**src/rtl/ball_kinematics_if.sv**
```systemverilog
// Request and status bundle between the collision/cue/hole logic and one
// ball's kinematics stage.
interface ball_kinematics_if;
    logic               startOfFrame;
    logic               collisionOccurred;
    logic signed [10:0] velXIn;
    logic signed [10:0] velYIn;
    logic               shotValid;
    logic signed [10:0] shotVelX;
    logic signed [10:0] shotVelY;
    logic               holeHit;
    logic               respawn;
    logic signed [10:0] topLeftX;
    logic signed [10:0] topLeftY;
    logic signed [10:0] velX;
    logic signed [10:0] velY;
    logic               moving;
    logic               sunk;

    modport master (
        output startOfFrame, collisionOccurred, velXIn, velYIn,
        output shotValid, shotVelX, shotVelY, holeHit, respawn,
        input  topLeftX, topLeftY, velX, velY, moving, sunk
    );

    modport slave (
        input  startOfFrame, collisionOccurred, velXIn, velYIn,
        input  shotValid, shotVelX, shotVelY, holeHit, respawn,
        output topLeftX, topLeftY, velX, velY, moving, sunk
    );
endinterface

```
**src/rtl/ball_kinematics.sv**
```systemverilog
// Per-ball motion stage: latches collision and shot requests, then once per
// frame integrates a fixed-point position with friction, border bounce and sinking.
module ball_kinematics #(
    parameter int INIT_X          = 300,
    parameter int INIT_Y          = 240,
    parameter int X_MIN           = 32,
    parameter int X_MAX           = 592,
    parameter int Y_MIN           = 32,
    parameter int Y_MAX           = 432,
    parameter int FRAC_BITS       = 6,
    parameter int MAX_VEL         = 512,
    parameter int FRICTION_PERIOD = 4,
    parameter int FRICTION_STEP   = 2
) (
    input  logic             clk,
    input  logic             reset,
    ball_kinematics_if.slave bus
);
    localparam int PW    = 11 + FRAC_BITS;
    localparam int CW    = (FRICTION_PERIOD > 1) ? $clog2(FRICTION_PERIOD) : 1;
    localparam int SCALE = 2 ** FRAC_BITS;

    localparam logic signed [PW-1:0] INIT_XF  = PW'(INIT_X * SCALE);
    localparam logic signed [PW-1:0] INIT_YF  = PW'(INIT_Y * SCALE);
    localparam logic signed [PW+1:0] X_LO     = (PW+2)'(X_MIN * SCALE);
    localparam logic signed [PW+1:0] X_HI     = (PW+2)'(X_MAX * SCALE);
    localparam logic signed [PW+1:0] Y_LO     = (PW+2)'(Y_MIN * SCALE);
    localparam logic signed [PW+1:0] Y_HI     = (PW+2)'(Y_MAX * SCALE);
    localparam logic signed [10:0]   VMAX     = 11'(MAX_VEL);
    localparam logic signed [10:0]   FSTEP    = 11'(FRICTION_STEP);
    localparam logic [CW-1:0]        CNT_LAST = CW'(FRICTION_PERIOD - 1);

    typedef enum logic [1:0] {IDLE = 2'd0, MOVING = 2'd1, SUNK = 2'd2} state_t;

    function automatic logic signed [10:0] sat_vel(input logic signed [10:0] v);
        if (v > VMAX)       return VMAX;
        else if (v < -VMAX) return -VMAX;
        else                return v;
    endfunction

    function automatic logic signed [10:0] apply_friction(input logic signed [10:0] v);
        if (v > FSTEP)       return v - FSTEP;
        else if (v < -FSTEP) return v + FSTEP;
        else                 return 11'sd0;
    endfunction

    // Returns {velocity, position}; a clamped axis bounces off the border.
    function automatic logic [PW+10:0] step_axis(input logic signed [PW-1:0] pos,
                                                 input logic signed [10:0]   vel,
                                                 input logic signed [PW+1:0] lo,
                                                 input logic signed [PW+1:0] hi);
        logic signed [PW+1:0] sum;
        sum = {{2{pos[PW-1]}}, pos} + {{(PW-9){vel[10]}}, vel};
        if (sum > hi)      return {-vel, hi[PW-1:0]};
        else if (sum < lo) return {-vel, lo[PW-1:0]};
        else               return {vel, sum[PW-1:0]};
    endfunction

    state_t               state_r, state_s;
    logic signed [PW-1:0] posx_r, posy_r, posx_s, posy_s;
    logic signed [10:0]   velx_r, vely_r, velx_s, vely_s;
    logic signed [10:0]   colx_r, coly_r, colx_s, coly_s;
    logic signed [10:0]   shotx_r, shoty_r, shotx_s, shoty_s;
    logic                 col_pend_r, col_pend_s, shot_pend_r, shot_pend_s;
    logic [CW-1:0]        cnt_r, cnt_s;
    logic                 moving_r, sunk_r, moving_s, sunk_s;
    logic signed [10:0]   vx_s, vy_s;
    logic [PW+10:0]       ax_s, ay_s;
    logic                 shot_take_s;

    // Next state and datapath: request latching plus the per-frame update
    always_comb begin
        state_s     = state_r;
        posx_s      = posx_r;
        posy_s      = posy_r;
        velx_s      = velx_r;
        vely_s      = vely_r;
        colx_s      = colx_r;
        coly_s      = coly_r;
        shotx_s     = shotx_r;
        shoty_s     = shoty_r;
        col_pend_s  = col_pend_r;
        shot_pend_s = shot_pend_r;
        cnt_s       = cnt_r;
        vx_s        = velx_r;
        vy_s        = vely_r;
        ax_s        = '0;
        ay_s        = '0;
        shot_take_s = 1'b0;
        case (state_r)
            IDLE, MOVING: begin
                if (bus.startOfFrame) begin
                    shot_pend_s = 1'b0;
                    if (bus.holeHit) begin
                        state_s = SUNK;
                        velx_s  = 11'sd0;
                        vely_s  = 11'sd0;
                        cnt_s   = '0;
                    end else if (col_pend_r || (state_r == MOVING)) begin
                        vx_s   = col_pend_r ? colx_r : velx_r;
                        vy_s   = col_pend_r ? coly_r : vely_r;
                        ax_s   = step_axis(posx_r, vx_s, X_LO, X_HI);
                        ay_s   = step_axis(posy_r, vy_s, Y_LO, Y_HI);
                        posx_s = ax_s[PW-1:0];
                        posy_s = ay_s[PW-1:0];
                        vx_s   = ax_s[PW+10:PW];
                        vy_s   = ay_s[PW+10:PW];
                        if (cnt_r == CNT_LAST) begin
                            cnt_s = '0;
                            vx_s  = apply_friction(vx_s);
                            vy_s  = apply_friction(vy_s);
                        end else begin
                            cnt_s = cnt_r + CW'(1);
                        end
                        velx_s = vx_s;
                        vely_s = vy_s;
                        if ((vx_s == 11'sd0) && (vy_s == 11'sd0)) begin
                            state_s = IDLE;
                            cnt_s   = '0;
                        end else begin
                            state_s = MOVING;
                        end
                    end else if (shot_pend_r) begin
                        velx_s  = shotx_r;
                        vely_s  = shoty_r;
                        state_s = MOVING;
                    end else begin
                        state_s = state_r;
                    end
                    // A collision seen with the frame strobe waits for the next update
                    if (bus.collisionOccurred && !bus.holeHit) begin
                        col_pend_s = 1'b1;
                        colx_s     = sat_vel(bus.velXIn);
                        coly_s     = sat_vel(bus.velYIn);
                    end else begin
                        col_pend_s = 1'b0;
                    end
                end else if (bus.collisionOccurred && !col_pend_r) begin
                    col_pend_s = 1'b1;
                    colx_s     = sat_vel(bus.velXIn);
                    coly_s     = sat_vel(bus.velYIn);
                end else begin
                    col_pend_s = col_pend_r;
                end
                shot_take_s = bus.shotValid && (state_r == IDLE) && (state_s == IDLE);
                shot_pend_s = shot_take_s ? 1'b1 : shot_pend_s;
                shotx_s     = shot_take_s ? sat_vel(bus.shotVelX) : shotx_s;
                shoty_s     = shot_take_s ? sat_vel(bus.shotVelY) : shoty_s;
            end
            SUNK: begin
                if (bus.respawn) begin
                    state_s     = IDLE;
                    posx_s      = INIT_XF;
                    posy_s      = INIT_YF;
                    velx_s      = 11'sd0;
                    vely_s      = 11'sd0;
                    cnt_s       = '0;
                    col_pend_s  = 1'b0;
                    shot_pend_s = 1'b0;
                end else begin
                    state_s = SUNK;
                end
            end
            default: begin
                state_s     = IDLE;
                velx_s      = 11'sd0;
                vely_s      = 11'sd0;
                cnt_s       = '0;
                col_pend_s  = 1'b0;
                shot_pend_s = 1'b0;
            end
        endcase
    end

    // Status flags decoded from the next state so they register with it
    always_comb begin
        case (state_s)
            MOVING:  begin moving_s = 1'b1; sunk_s = 1'b0; end
            SUNK:    begin moving_s = 1'b0; sunk_s = 1'b1; end
            default: begin moving_s = 1'b0; sunk_s = 1'b0; end
        endcase
    end

    // State and datapath registers
    always_ff @(posedge clk or posedge reset) begin
        if (reset) begin
            state_r     <= IDLE;
            posx_r      <= INIT_XF;
            posy_r      <= INIT_YF;
            velx_r      <= 11'sd0;
            vely_r      <= 11'sd0;
            colx_r      <= 11'sd0;
            coly_r      <= 11'sd0;
            shotx_r     <= 11'sd0;
            shoty_r     <= 11'sd0;
            col_pend_r  <= 1'b0;
            shot_pend_r <= 1'b0;
            cnt_r       <= '0;
            moving_r    <= 1'b0;
            sunk_r      <= 1'b0;
        end else begin
            state_r     <= state_s;
            posx_r      <= posx_s;
            posy_r      <= posy_s;
            velx_r      <= velx_s;
            vely_r      <= vely_s;
            colx_r      <= colx_s;
            coly_r      <= coly_s;
            shotx_r     <= shotx_s;
            shoty_r     <= shoty_s;
            col_pend_r  <= col_pend_s;
            shot_pend_r <= shot_pend_s;
            cnt_r       <= cnt_s;
            moving_r    <= moving_s;
            sunk_r      <= sunk_s;
        end
    end

    assign bus.topLeftX = posx_r[PW-1:FRAC_BITS];
    assign bus.topLeftY = posy_r[PW-1:FRAC_BITS];
    assign bus.velX     = velx_r;
    assign bus.velY     = vely_r;
    assign bus.moving   = moving_r;
    assign bus.sunk     = sunk_r;
endmodule

```
**src/flat_wrapper.sv**
```systemverilog
// flat-port wrapper written by rule: the top's interface ports become plain ports
module ball_kinematics_flat 
#(
    parameter int INIT_X          = 300,
    parameter int INIT_Y          = 240,
    parameter int X_MIN           = 32,
    parameter int X_MAX           = 592,
    parameter int Y_MIN           = 32,
    parameter int Y_MAX           = 432,
    parameter int FRAC_BITS       = 6,
    parameter int MAX_VEL         = 512,
    parameter int FRICTION_PERIOD = 4,
    parameter int FRICTION_STEP   = 2
)
  (clk, reset, bus_startOfFrame, bus_collisionOccurred, bus_velXIn, bus_velYIn, bus_shotValid, bus_shotVelX, bus_shotVelY, bus_holeHit, bus_respawn, bus_topLeftX, bus_topLeftY, bus_velX, bus_velY, bus_moving, bus_sunk);
  ball_kinematics_if bus_i ();
  input  logic clk;
  input  logic reset;
  input wire logic [$bits(bus_i.startOfFrame)-1:0] bus_startOfFrame;
  input wire logic [$bits(bus_i.collisionOccurred)-1:0] bus_collisionOccurred;
  input wire logic [$bits(bus_i.velXIn)-1:0] bus_velXIn;
  input wire logic [$bits(bus_i.velYIn)-1:0] bus_velYIn;
  input wire logic [$bits(bus_i.shotValid)-1:0] bus_shotValid;
  input wire logic [$bits(bus_i.shotVelX)-1:0] bus_shotVelX;
  input wire logic [$bits(bus_i.shotVelY)-1:0] bus_shotVelY;
  input wire logic [$bits(bus_i.holeHit)-1:0] bus_holeHit;
  input wire logic [$bits(bus_i.respawn)-1:0] bus_respawn;
  output wire logic [$bits(bus_i.topLeftX)-1:0] bus_topLeftX;
  output wire logic [$bits(bus_i.topLeftY)-1:0] bus_topLeftY;
  output wire logic [$bits(bus_i.velX)-1:0] bus_velX;
  output wire logic [$bits(bus_i.velY)-1:0] bus_velY;
  output wire logic [$bits(bus_i.moving)-1:0] bus_moving;
  output wire logic [$bits(bus_i.sunk)-1:0] bus_sunk;
  assign bus_i.startOfFrame = bus_startOfFrame;
  assign bus_i.collisionOccurred = bus_collisionOccurred;
  assign bus_i.velXIn = bus_velXIn;
  assign bus_i.velYIn = bus_velYIn;
  assign bus_i.shotValid = bus_shotValid;
  assign bus_i.shotVelX = bus_shotVelX;
  assign bus_i.shotVelY = bus_shotVelY;
  assign bus_i.holeHit = bus_holeHit;
  assign bus_i.respawn = bus_respawn;
  assign bus_topLeftX = bus_i.topLeftX;
  assign bus_topLeftY = bus_i.topLeftY;
  assign bus_velX = bus_i.velX;
  assign bus_velY = bus_i.velY;
  assign bus_moving = bus_i.moving;
  assign bus_sunk = bus_i.sunk;
  ball_kinematics #(.INIT_X(INIT_X), .INIT_Y(INIT_Y), .X_MIN(X_MIN), .X_MAX(X_MAX), .Y_MIN(Y_MIN), .Y_MAX(Y_MAX), .FRAC_BITS(FRAC_BITS), .MAX_VEL(MAX_VEL), .FRICTION_PERIOD(FRICTION_PERIOD), .FRICTION_STEP(FRICTION_STEP)) u_core (.clk(clk), .reset(reset), .bus(bus_i));
endmodule
```
**config.mk**
```make
export PLATFORM = sky130hd
export DESIGN_NAME = ball_kinematics_flat
export DESIGN_NICKNAME = d
export VERILOG_FILES = /design/src/rtl/ball_kinematics_if.sv /design/src/rtl/ball_kinematics.sv /design/src/flat_wrapper.sv
export SDC_FILE = /design/constraint.sdc
export NUM_CORES = 1
export LEC_CHECK = 0
export BUFFER_PORTS_ARGS = -buffer_cell sky130_fd_sc_hd__buf_2
export CAP_MARGIN = 20
export CORE_ASPECT_RATIO = 1.1
export CORE_MARGIN = 2
export CORE_UTILIZATION = 35
export CTS_BUF_LIST = sky130_fd_sc_hd__clkbuf_4 sky130_fd_sc_hd__clkbuf_8 sky130_fd_sc_hd__clkbuf_16
export DETAILED_ROUTE_END_ITERATION = 8
export PLACE_DENSITY = 0.62
export SYNTH_ARGS = -nofsm -noshare
export SYNTH_HDL_FRONTEND = slang
export SYNTH_SLANG_ARGS = --single-unit
```
**constraint.sdc**
```tcl
create_clock -name clk -period 6.35 [get_ports clk]
set_input_delay 0.635 -clock clk [delete_from_list [all_inputs] [get_ports clk]]
set_output_delay 0.635 -clock clk [all_outputs]
set_load 0.05 [all_outputs]
```
== Word level (Yosys, flattened, before mapping) ==
Cells that the tools add are included.
Operators by class
  add/subtract/negate cells: 9
  multipliers: 0
  divide/modulo/power cells: 0
  $lt $le $gt $ge: 16
  eq/ne operators: 14
  shift-type cells: 0
  multiplexer cells: 88
  bitwise gates (word level): 0
  reduce and logical (&&, ||, !) cells: 22
Operators with widths (count)
  $mux W11: 39
  $mux W28: 12
  $mux W17: 8
  $pmux W17 S2: 2
  $gt A11 B11 Y1 const B: 4
  $lt A11 B10 Y1 const B: 4
  $pmux W11 S2: 2
  $lt A19 B13 Y1 const B: 2
  $add A17 B11 Y18: 2
  $mux W2: 12
  $add A11 B3 Y11 const B: 2
  $gt A11 B3 Y1 const B: 2
  $logic_not A11 Y1: 2
  $lt A11 B2 Y1 const B: 2
  $neg A11 Y11: 2
  $sub A11 B3 Y11 const B: 2
  $gt A19 B16 Y1 const B: 1
  $gt A19 B17 Y1 const B: 1
  $mux W1: 9
  $ne A3 B2 Y1 const B: 3
  $reduce_and A3 Y1: 3
  $pmux W2 S2: 2
  $eq A2 B2 Y1 const B: 3
  $ne A2 B2 Y1 const B: 3
  13 further kinds: 25
Word-level totals
  flip-flop bits (word level): 108
  bits in latches: 0
  bits in writable memories: 0
  bits in read-only memories: 0
  input bits: 51
  output and inout bits: 46
  word-level logic and storage cells: 163
  memories kept: 0

== Depth between registers and ports, before layout ==
Gate-level depths: netlist (run 1).
  depth in word-level cells: 28
  depth in mapped cells: 32

== Worst setup path before layout (run 1) ==
No wires, ideal clock.
  kind: reg2reg
  start point: reg u_core.col_pend_r
  end point: reg u_core.shotx_r[10]
  data arrival time: 6.855 ns
  required time: 6.222 ns
  slack: -0.633 ns
  stages on the path, launching flop included: 32
  path buffers: 6
  cells stage by stage: dfrtp_1 buf_2 buf_1 buf_1 mux2i_1 inv_1 fa_1 a21o_1 a221oi_4 o221ai_2 a211o_1 or3_1 a32oi_1 and3_1 buf_4 buf_6 buf_6 nor2_1 xnor2_2 inv_1 ha_1 and3_1 nand3_1 o211ai_1 o21a_1 nand2_1 o32a_1 o221ai_1 nand3_1 nor4_4 a21oi_4 mux2_1
On the way
  word-level cells in the longest chain between the ends: 27
Ends and longest elaborated chain
  start, declared: line ball_kinematics.sv:64  | logic col_pend_r, col_pend_s, shot_pend_r, shot_pend_s;
  start signal, assigned: line ball_kinematics.sv:211  | col_pend_r <= col_pend_s;
  $mux W11, on equally long branches: line ball_kinematics.sv:100, ball_kinematics.sv:101
  $add A17 B11 Y18: line ball_kinematics.sv:53  | sum = {{2{pos[PW-1]}}, pos} + {{(PW-9){vel[10]}}, vel};
  $lt A19 B13 Y1: line ball_kinematics.sv:55  | else if (sum < lo) return {-vel, lo[PW-1:0]};
  $mux W28: line ball_kinematics.sv:55
  $mux W28: line ball_kinematics.sv:54  | if (sum > hi) return {-vel, hi[PW-1:0]};
  $mux W28: line ball_kinematics.sv:99  | end else if (col_pend_r || (state_r == MOVING)) begin
  $mux W28: line ball_kinematics.sv:94  | if (bus.holeHit) begin
  $mux W28: line ball_kinematics.sv:92  | if (bus.startOfFrame) begin
  (+11 left out)
  $mux W1: line ball_kinematics.sv:117  | if ((vx_s == 11'sd0) && (vy_s == 11'sd0)) begin
  $mux W2 *: line ball_kinematics.sv:99
  $mux W2 *: line ball_kinematics.sv:94
  $mux W2 *: line ball_kinematics.sv:92
  $mux W2 *: line ball_kinematics.sv:90  | case (state_r)
  $logic_not A2 Y1 *: line ball_kinematics.sv:145  | shot_take_s = bus.shotValid && (state_r == IDLE) && (state_s == IDLE);
  $logic_and A1 B1 Y1 *: line ball_kinematics.sv:145
  $reduce_and A2 Y1 (no line) *
  end signal, assigned: line ball_kinematics.sv:209  | shotx_r <= shotx_s;
  end, declared: line ball_kinematics.sv:63  | logic signed [10:0] shotx_r, shoty_r, shotx_s, shoty_s;
Mark *: on every way between the ends. The rest lies on a longest branch, timed or not. The select of a mux whose other input is x is not followed.
A chain may end at the register's enable or synchronous reset.

== Worst setup path after layout (run 1) ==
Ends and elaborated chain as after synthesis.

==> impl_results.md, run 1 <==
* Hold Vio Cnt, Final at 0
* Mean Syn Cell Area at 8.13 µm²
* DR vias at ~10k
* Worst slew pin tran at just under 900 ps
* DRC viols at 0
* Clk root buf: clkbuf_16
* Initial Util at a little over a third
* Fin crit period at 6140 ps
* Die height at 180 µm
* Hpwl dp at 25.4 mm
* Worst Path Buf+Inv at 5
* Post-synth EDFFs at 0
* WL/cell at about 19 µm
* CP Class: flip-flop to flip-flop
* Htree depth at 3
* Area delta synth->final at 22.7%
* CP Depth at 28
* # Max-Cap Violations at 0
* Crit end category: flip-flop
* DR pass1 iterations at 5
* Core region area at 27700 µm²
* Largest area contributor in the netlist: dfrtp_1
* Top post-synthesis cells by area: dfrtp_1, mux2i_1, ha_1
* Worst Setup EP: u_core.shotx_r[10]
* Die ar. at 29500 µm²
* Worst R2R Setup Slack at 210 ps
* Synth Flop Type: dfrtp_1
* Syn Nets at 1307
* Outcome: complete, no violations
* Delay of the slowest cell on the worst path at 440 ps
* Worst-Skew Late Latency at 390 ps
* Crit-path slowest cell: dfrtp_2
* Post-Route Utilization at ~44%
* Distinct cells, synth at 102
* Startpoint Class: flip-flop
* CTS sink cnt at 108
* Fmax at between 0.15 and 0.2 GHz
* Share of the synthesized area in the top cell type at 25.4%
* Post-route setup TNS at 0 ps
* Final setup vio count at 0
* Crit Path Max Fanout at 8
* CTS tree: built
* RePlAce Congestion at ~0.96
* Pin count of the biggest net entering global routing at 65
* Drt via density at 5.75
* # nets final at 1474
* Iter 0 DRT Violations at 777
* First-pass GRT wire length at between 50 and 60 mm
* Die X at 164 µm
* GRT Residual Overflow at 0
* Worst flop-to-flop path endpoint: u_core.shotx_r[10]
* # IOs at between 90 and 100
* CTS Hold Bufs at 0
* Worst-path clk slew at 90 ps
* Layout cells sized above 1 at about a quarter
* Critical path origin: u_core.col_pend_r
* Fraction of registers with async set/reset at 100%
* Worst reg-to-reg path cell count at 28
* Synthesized netlist cell count at 1211
* PortBufs at 96
* Fin. max-slew vios at 0
* Initial antenna violation count at 0
* Total wire length at 32.6 mm
* Syn. warnings at 0
* CP Data Arrival Time at 6410 ps
* HP Class: primary input to asynchronous set/reset pin
* Period utilisation layout at 96.7%
* Antenna diodes at 0
* Synthesized area at approximately 9800 µm²
* Seq cells post-synth at 108
* Sequential area share after synthesis at 27.6%
* Routed Antenna Nets at 0
* Worst r2r src: u_core.col_pend_r
* GRT Resource Usage Total at 22.1%
* Clock skew at between 15 and 20 ps
* Row cnt at 64
* Longest Clk Path Bufs at 2
* Total CTS buffers at 9
* Vias in the first global route at 9767
* Slew margin rel. at about two fifths
* Top delay family on crit path: compound AO/OA/AOI/OAI gates
* Req. time, crit path at 6620 ps
==> metal layers <==
metal,track usage (%),vias up,part of all wire [%]
met5,0,-,0
met4,7.61,0,2.9
met3,2.54,70,4.9
met2,35.5,328,46
met1,30.5,4841,46
li1,-,4809,-
==> worst register-to-register path: cells and delay by family (launching register included) <==
kind | cells | cell delay (ps)
AOI/OAI and AO/OA | 9 | 2000
xor gates and xnor gates | 1 | 150
adders and majority gates | 2 | 490
buffers and inverters | 5 | 660
DFF | 1 | 440
muxes | 2 | 580
and+or+nand+nor | 9 | 1720
==> per-stage QoR <==
| step | instance area (µm²) | hold WS [ps] | std cells | worst slack [ps] |
|---|---|---|---|---|
| after floorplan | 9920 | 450 | 1211 | 22.5 |
| after global placement | 11400 | 474 | 1723 | -39.3 |
| after detailed placement | 11400 | 481 | 1723 | -93.3 |
| after CTS | 11700 | 358 | 1740 | 4.62 |
| after global routing | 12100 | 383 | 1746 | -46.4 |
| final | 12100 | 322 | 1746 | 212 |
==> state kept, by name, summed over array words and instances, names as in the netlist <==
name                flops
u_core.posx_r          17
u_core.posy_r          17
u_core.bus.velX        11
u_core.bus.velY        11
u_core.colx_r          11
u_core.coly_r          11
u_core.shotx_r         11
u_core.shoty_r         11
u_core.cnt_r            2
u_core.state_r          2
u_core.bus.moving       1
u_core.bus.sunk         1
u_core.col_pend_r       1
u_core.shot_pend_r      1
==> Yosys cell counts, types with 15 or more instances <==
cell type	instances
a22o_1	31
mux2i_1	63
nor2_1	102
xnor2_1	35
nand2_1	142
clkbuf_1	26
buf_4	23
ha_1	43
o211ai_1	16
a31oi_1	15
nand3_1	33
nor3_1	35
o21ai_0	81
dfrtp_1	100
a21oi_1	74
inv_1	57
==> worst min path at each step <==
| stage | end | slack, ps | depth (start not counted) |
|---|---|---|---|
| global placement | u_core.colx_r[9] | 470 | 2 |
| CTS | u_core.bus.sunk | 360 | 2 |
| floorplan | u_core.colx_r[9] | 450 | 2 |
| finish | u_core.colx_r[8] | 320 | 2 |
| detailed placement | u_core.colx_r[9] | 480 | 2 |
| global route | u_core.colx_r[8] | 380 | 2 |
==> timing repair <==
item / 4_1_cts / 5_1_grt
setup buffers: 1 / 3
gates resized for setup: 1 / 63
gates cloned: 0 / 2
setup endpoints to repair: 27 / 29
pin swaps: 0 / 22
==> kinds of logic (layout without fill, tap and decap cells) <==
group	count (synthesis)	after routing	share of synthesized area, %
AO/OA/AOI/OAI	373	373	26.7
multiplexers	71	71	7.32
AND/OR/NAND/NOR	439	439	21.9
flip-flops	108	108	27.6
buffers and inverters	128	300	6.32
XOR/XNOR	47	47	4.33
adder cells (fa/ha/maj)	45	45	5.87
==> placed cells by master (no fill, tap or decap), types with 9 or more instances in the layout <==
cell and count:
nand2_1 141, buf_4 116, nor2_1 102, dfrtp_1 99
buf_2 96, o21ai_0 78, a21oi_1 68, inv_1 55
mux2i_1 50, ha_1 37, nor3_1 35, xnor2_1 34
nand3_1 33, a22o_1 31, o211ai_1 16, a21o_1 14
a31oi_1 13, and2_1 13, and3_1 12, o21ai_1 12
or3_1 11, clkbuf_16 11, nand2b_1 10, a211oi_1 10
xor2_1 10, mux2i_2 10, o21a_1 9
==> cell type report <==
cell class / instances / area, µm²
inverter: 62 / 235
tap: 363 / 454
clock inverter: 7 / 103
clock buffer: 9 / 225
timing repair buffer: 222 / 1520
sequential: 108 / 2710
fill: 2826 / 15600
multi-input combinational: 975 / 6830
Power of run 1 is left out: the tool's default activity adds up to more than one toggle a clock period on the data nets, which glitch-free logic cannot reach.
==> run 2: changes to the inputs <==
ABC_AREA = 1   (was not set)
==> run 2 against run 1 <==
Net effect: clock skew down 2.1 ps; non-clock buffer count is 107 lower; core utilization shrank 4.2 points; setup slack better by 330 ps; fmax rose by 5.7%; cell area fell by 2.9%; critical endpoint is now u_core.shotx_r[2].
==> impl_results.md, run 2 <==
* Outcome: complete, no violations
* DR pass1 iterations at 5
* Synth Flop Type: dfrtp_1
* Delay of the slowest cell on the worst path at approximately 420 ps
* Crit end category: flip-flop
* Initial Util at 35.8%
* Worst flop-to-flop path endpoint: u_core.shotx_r[2]
* Htree depth at 3
* Synthesized netlist cell count at 1665
* Clock skew at roughly 16 ps
* Top post-synthesis cells by area: dfrtp_1, nand2_1, inv_1
* DRC viols at 0
* Die ar. at 31800 µm²
* Die X at approximately 170 µm
* Worst slew pin tran at approximately 1100 ps
* Total wire length at approximately 32 mm
* # IOs at 97
* Drt via density at 5.14
* Post-synth EDFFs at 0
* Commonest cells after routing, fill and taps aside: nand2_1, inv_1, nand3_1
* CTS Hold Bufs at 0
* Mean Syn Cell Area at 6.40 µm²
* Sequential area share after synthesis at roughly a quarter
* CP Class: flip-flop to flip-flop
* Routed Antenna Nets at 0
* CTS sink cnt at 108
* Req. time, crit path at 6610 ps
* CP most frequent cell: nand2_1
* Clk root buf: clkbuf_16
* WL/cell at 15.3 µm
* Worst-Skew Late Latency at 380 ps
* Initial antenna violation count at 0
* Cts repair resizes at 0
* Most common cell after layout, fill and taps aside: nand2_1
* PortBufs at 96
* Met2 Use GR at 33.6%
* Distinct cells, synth at 54
* # nets final at around 1.8k
* Die height at 187 µm
* Seq cells post-synth at 108
* Synthesized area at 10600 µm²
* Met1 Use GR at roughly 28%
* Syn. warnings at 0
* Hold Vio Cnt, Final at 0
* Worst reg-to-reg path cell count at 37
* GRT Resource Usage Total at 20.7%
* Most numerous cell in the Yosys netlist: nand2_1
* Biggest regs: u_core.posx_r x17, u_core.posy_r x17
* Postcts setup bufs at 0
* Total CTS buffers at 9
* RSZ-0062 raised after global routing: no
* Final hold slack at 253 ps
* Top delay family on crit path: simple AND/OR/NAND/NOR gates
* CTS tree: built
* Area delta synth->final at 10.1%
* Syn Nets at 1761
* Fmax at 0.172 GHz
* Slew margin rel. at 28.1%
* Hpwl dp at 25.9 mm
* Worst R2R Setup Slack at 540 ps
* RePlAce Congestion at 0.941
* Crit Path Max Fanout at 23
* Startpoint Class: flip-flop
* Placed instance area at between 10000 and 15000 µm²
* # Max-Cap Violations at 0
* GRT Residual Overflow at 0
* Worst Path Buf+Inv at 3
* DR vias at roughly 11k
* Antenna diodes at 0
* Top post-synthesis cells by count: nand2_1, inv_1, nand3_1
* HP Class: primary input to asynchronous set/reset pin
* CP Data Arrival Time at 6070 ps
* Post-route setup TNS at 0 ps
* Top Usage Layer GRT: met2
* Layout cells sized above 1 at between 10% and 20%
* Worst-path clk slew at 80 ps
* Worst r2r src: u_core.col_pend_r
* Fin. max-slew vios at 0
* Fin crit period at 5810 ps
* Row cnt at 66
* Largest area contributor in the netlist: dfrtp_1
* Final setup vio count at 0
* Core region area at 29700 µm²
* Period utilisation layout at roughly nine tenths
* Fill cells at 3249
* Share of the synthesized area in the top cell type at 23.5%
* GR Util met3 at 2.60%
* Pin count of the biggest net entering global routing at roughly 80
* Crit-path slowest cell: dfrtp_2
* First-pass GRT wire length at 53.1 mm
* Vias in the first global route at 10.4k
* Design area at 11700 µm²
* Fraction of registers with async set/reset at 100%
* Post-Route Utilization at 39.4%
* Longest Clk Path Bufs at 2
* Iter 0 DRT Violations at 724
run 2: layout make-up:
type	count	area (µm²)	share of cell area (%)
clock buffers	11	253	2.16
clock inverters	5	67.6	0.576
well taps	374	468	3.99
flip-flops and latches	108	2710	23.1
multi-input cells	1220	6540	55.8
repair buffers	115	631	5.38
inverters	279	1050	8.98
run 2: cell families (layout without fill, tap and decap cells):
group                      after synthesis  after routing  synth area share [%]
and+or+nand+nor                        937            938                  40.7
xor gates and xnor gates                30             30                  2.54
adders and majority gates               45             45                  5.43
DFF                                    108            108                  25.5
buffers and inverters                  338            410                  13.8
AOI/OAI and AO/OA                      207            207                  12.1
run 2: how the worst max path moves through the flow:
| stage | start | endpoint | slack [ps] | depth (start not counted) |
|---|---|---|---|---|
| floorplan | u_core.col_pend_r | u_core.shotx_r[2] | 1010 | 39 |
| global placement | u_core.col_pend_r | u_core.shotx_r[3] | 210 | 38 |
| detailed placement | u_core.col_pend_r | u_core.shotx_r[2] | 140 | 38 |
| CTS | u_core.col_pend_r | u_core.shotx_r[2] | 110 | 38 |
| global route | u_core.col_pend_r | u_core.shoty_r[10] | 6 | 38 |
| finish | u_core.col_pend_r | u_core.shotx_r[2] | 540 | 37 |
run 2: per-stage QoR:
step           cells  setup WS [ps]
3_3_place_gp    2094            214
2_1_floorplan   1665           1010
6_report        2112            542
5_1_grt         2112           5.89
4_1_cts         2110            110
3_5_place_dp    2094            136
run 2: routing by layer:
metal,share of wire (%),vias to the layer above
met5,0,-
met4,2.8,0
met3,4.8,56
met2,46,312
met1,46,5019
li1,-,5478
Power of run 2 is left out for the same reason.
==> run 3: changes to the inputs <==
BUFFER_PORTS_ARGS = not set   (was -buffer_cell sky130_fd_sc_hd__buf_2)
DONT_BUFFER_PORTS = 1   (was not set)
PLACE_DENSITY = 0.59   (was 0.62)
==> run 3 against run 2 <==
Net effect: routed wire length is 0.84% lower; final cell count is 4.4% lower; flip-flop and latch count stayed put; first-iteration DRC count is 13% lower; non-clock buffer count is 91 lower; worst hold slack worse by 120 ps; cell area is 3.9% lower; count of clock-buffer cells in the layout is 1 higher; register-to-register slack worse by 30 ps; sequential share of layout area is 0.95 points higher; largest cell class unchanged; highest routed layer unchanged.
==> impl_results.md, run 3 (same netlist as run 2, synthesis figures left out) <==
* Crit end category: flip-flop
* Longest Clk Path Bufs at 2
* WL/cell at approximately 16 µm
* Final setup vio count at 0
* DR vias at 10.3k
* Die X at 170 µm
* Area delta synth->final at 5.78%
* Worst slew pin tran at 984 ps
* Die ar. at 31800 µm²
* CTS sink cnt at around 110
* DRC viols at 0
* Worst-Skew Late Latency at 370 ps
* # Max-Cap Violations at 0
* Biggest regs: u_core.posx_r x17, u_core.posy_r x17
* CTS Hold Bufs at 0
* Postcts setup bufs at 0
* Vias in the first global route at 9724
* # nets final at 1737
* Initial antenna violation count at 0
* Iter 0 DRT Violations at 633
* Period utilisation layout at 92.0%
* Crit Path Max Fanout at 25
* Crit-path slowest cell: dfrtp_1
* Startpoint Class: flip-flop
* GRT Resource Usage Total at 20.4%
* HP Class: primary input to asynchronous set/reset pin
* DR pass1 iterations at 5
* Routed Antenna Nets at 0
* Commonest cells after routing, fill and taps aside: nand2_1, inv_1, nand3_1
* CTS tree: built
* Total wire length at approximately 32 mm
* RSZ-0062 raised after global routing: no
* Fmax at 0.171 GHz
* Fin. max-slew vios at 0
* Fin crit period at 5840 ps
* PortBufs at 0
* Die height at 187 µm
* Core region area at 29700 µm²
* Req. time, crit path at around 6600 ps
* Clk root buf: clkbuf_16
* Layout cells sized above 1 at 10.8%
* Post-route setup TNS at 0 ps
* Hpwl dp at 25.7 mm
* CP Data Arrival Time at 6100 ps
* Htree depth at 3
* Total CTS buffers at 9
* Worst-path clk slew at ~90 ps
* Antenna diodes at 0
* Pin count of the biggest net entering global routing at 80
* CP most frequent cell: nand3_1
* CP Class: flip-flop to flip-flop
* Delay of the slowest cell on the worst path at 600 ps
* Most common cell after layout, fill and taps aside: nand2_1
* Cts repair resizes at 0
* Row cnt at 66
* Outcome: complete, no violations
* RePlAce Congestion at between 0.9 and 1
* GRT Residual Overflow at 0
* Drt via density at between 5 and 6
* Initial Util at 35.8%
* Slew margin rel. at about a third
* # IOs at between 90 and 100
* Hold Vio Cnt, Final at 0
* Clock skew at 16.2 ps
* First-pass GRT wire length at 51.5 mm
run 3: metal layers:
layer | share of wire (%) | track usage [%] | vias to the layer above
met3 | 6.0 | 3.64 | 27
li1 | - | - | 5299
met5 | 0 | 0 | -
met2 | 47 | 33.9 | 260
met4 | 1.5 | 4.70 | 0
met1 | 46 | 27.5 | 4761
run 3: path summary, 6_finish.rpt:
| kind | cells after the start | to | start | slack (ps) |
|---|---|---|---|---|
| max in group asynchronous | 3 | u_core.bus.velX[0] | reset | 5170 |
| worst min register to register | 2 | u_core.shoty_r[3] | u_core.shoty_r[3] | 470 |
| worst max-delay path | 33 | u_core.shotx_r[4] | u_core.bus.velY[6] | 510 |
| worst min-delay path | 1 | u_core.posy_r[2] | reset | 130 |
| min in group clk | 2 | u_core.coly_r[10] | bus_velYIn[10] | 410 |
| worst max register to register | 33 | u_core.shotx_r[4] | u_core.bus.velY[6] | 510 |
run 3: area by class of cell:
cell class / count / area [µm²]
fill: 3206 / 18500
multi-input combinational: 1219 / 6520
timing repair buffer: 24 / 208
tap: 374 / 468
clock buffer: 12 / 267
inverter: 279 / 1050
sequential: 108 / 2710
clock inverter: 4 / 36.3
run 3: per-stage QoR:
step	hold WS [ps]	area, µm²	util, %	cells	setup WS (ps)
finish	128	11300	37.9	2020	508
global route	147	11300	37.9	2020	1.60
CTS	141	11200	37.6	2018	238
detailed placement	455	10900	36.6	2002	275
global placement	454	10900	36.6	2002	288
floorplan	437	10600	-	1665	1010
run 3: worst max-delay path: cells and delay by family, from the launching register on:
family                   cells  cell delay [ps]
buffers and inverters        2              230
AND/OR/NAND/NOR             27             3660
flip-flops                   1              600
adder cells (fa/ha/maj)      2              630
AO/OA/AOI/OAI                2              590
Power of run 3 is left out for the same reason.
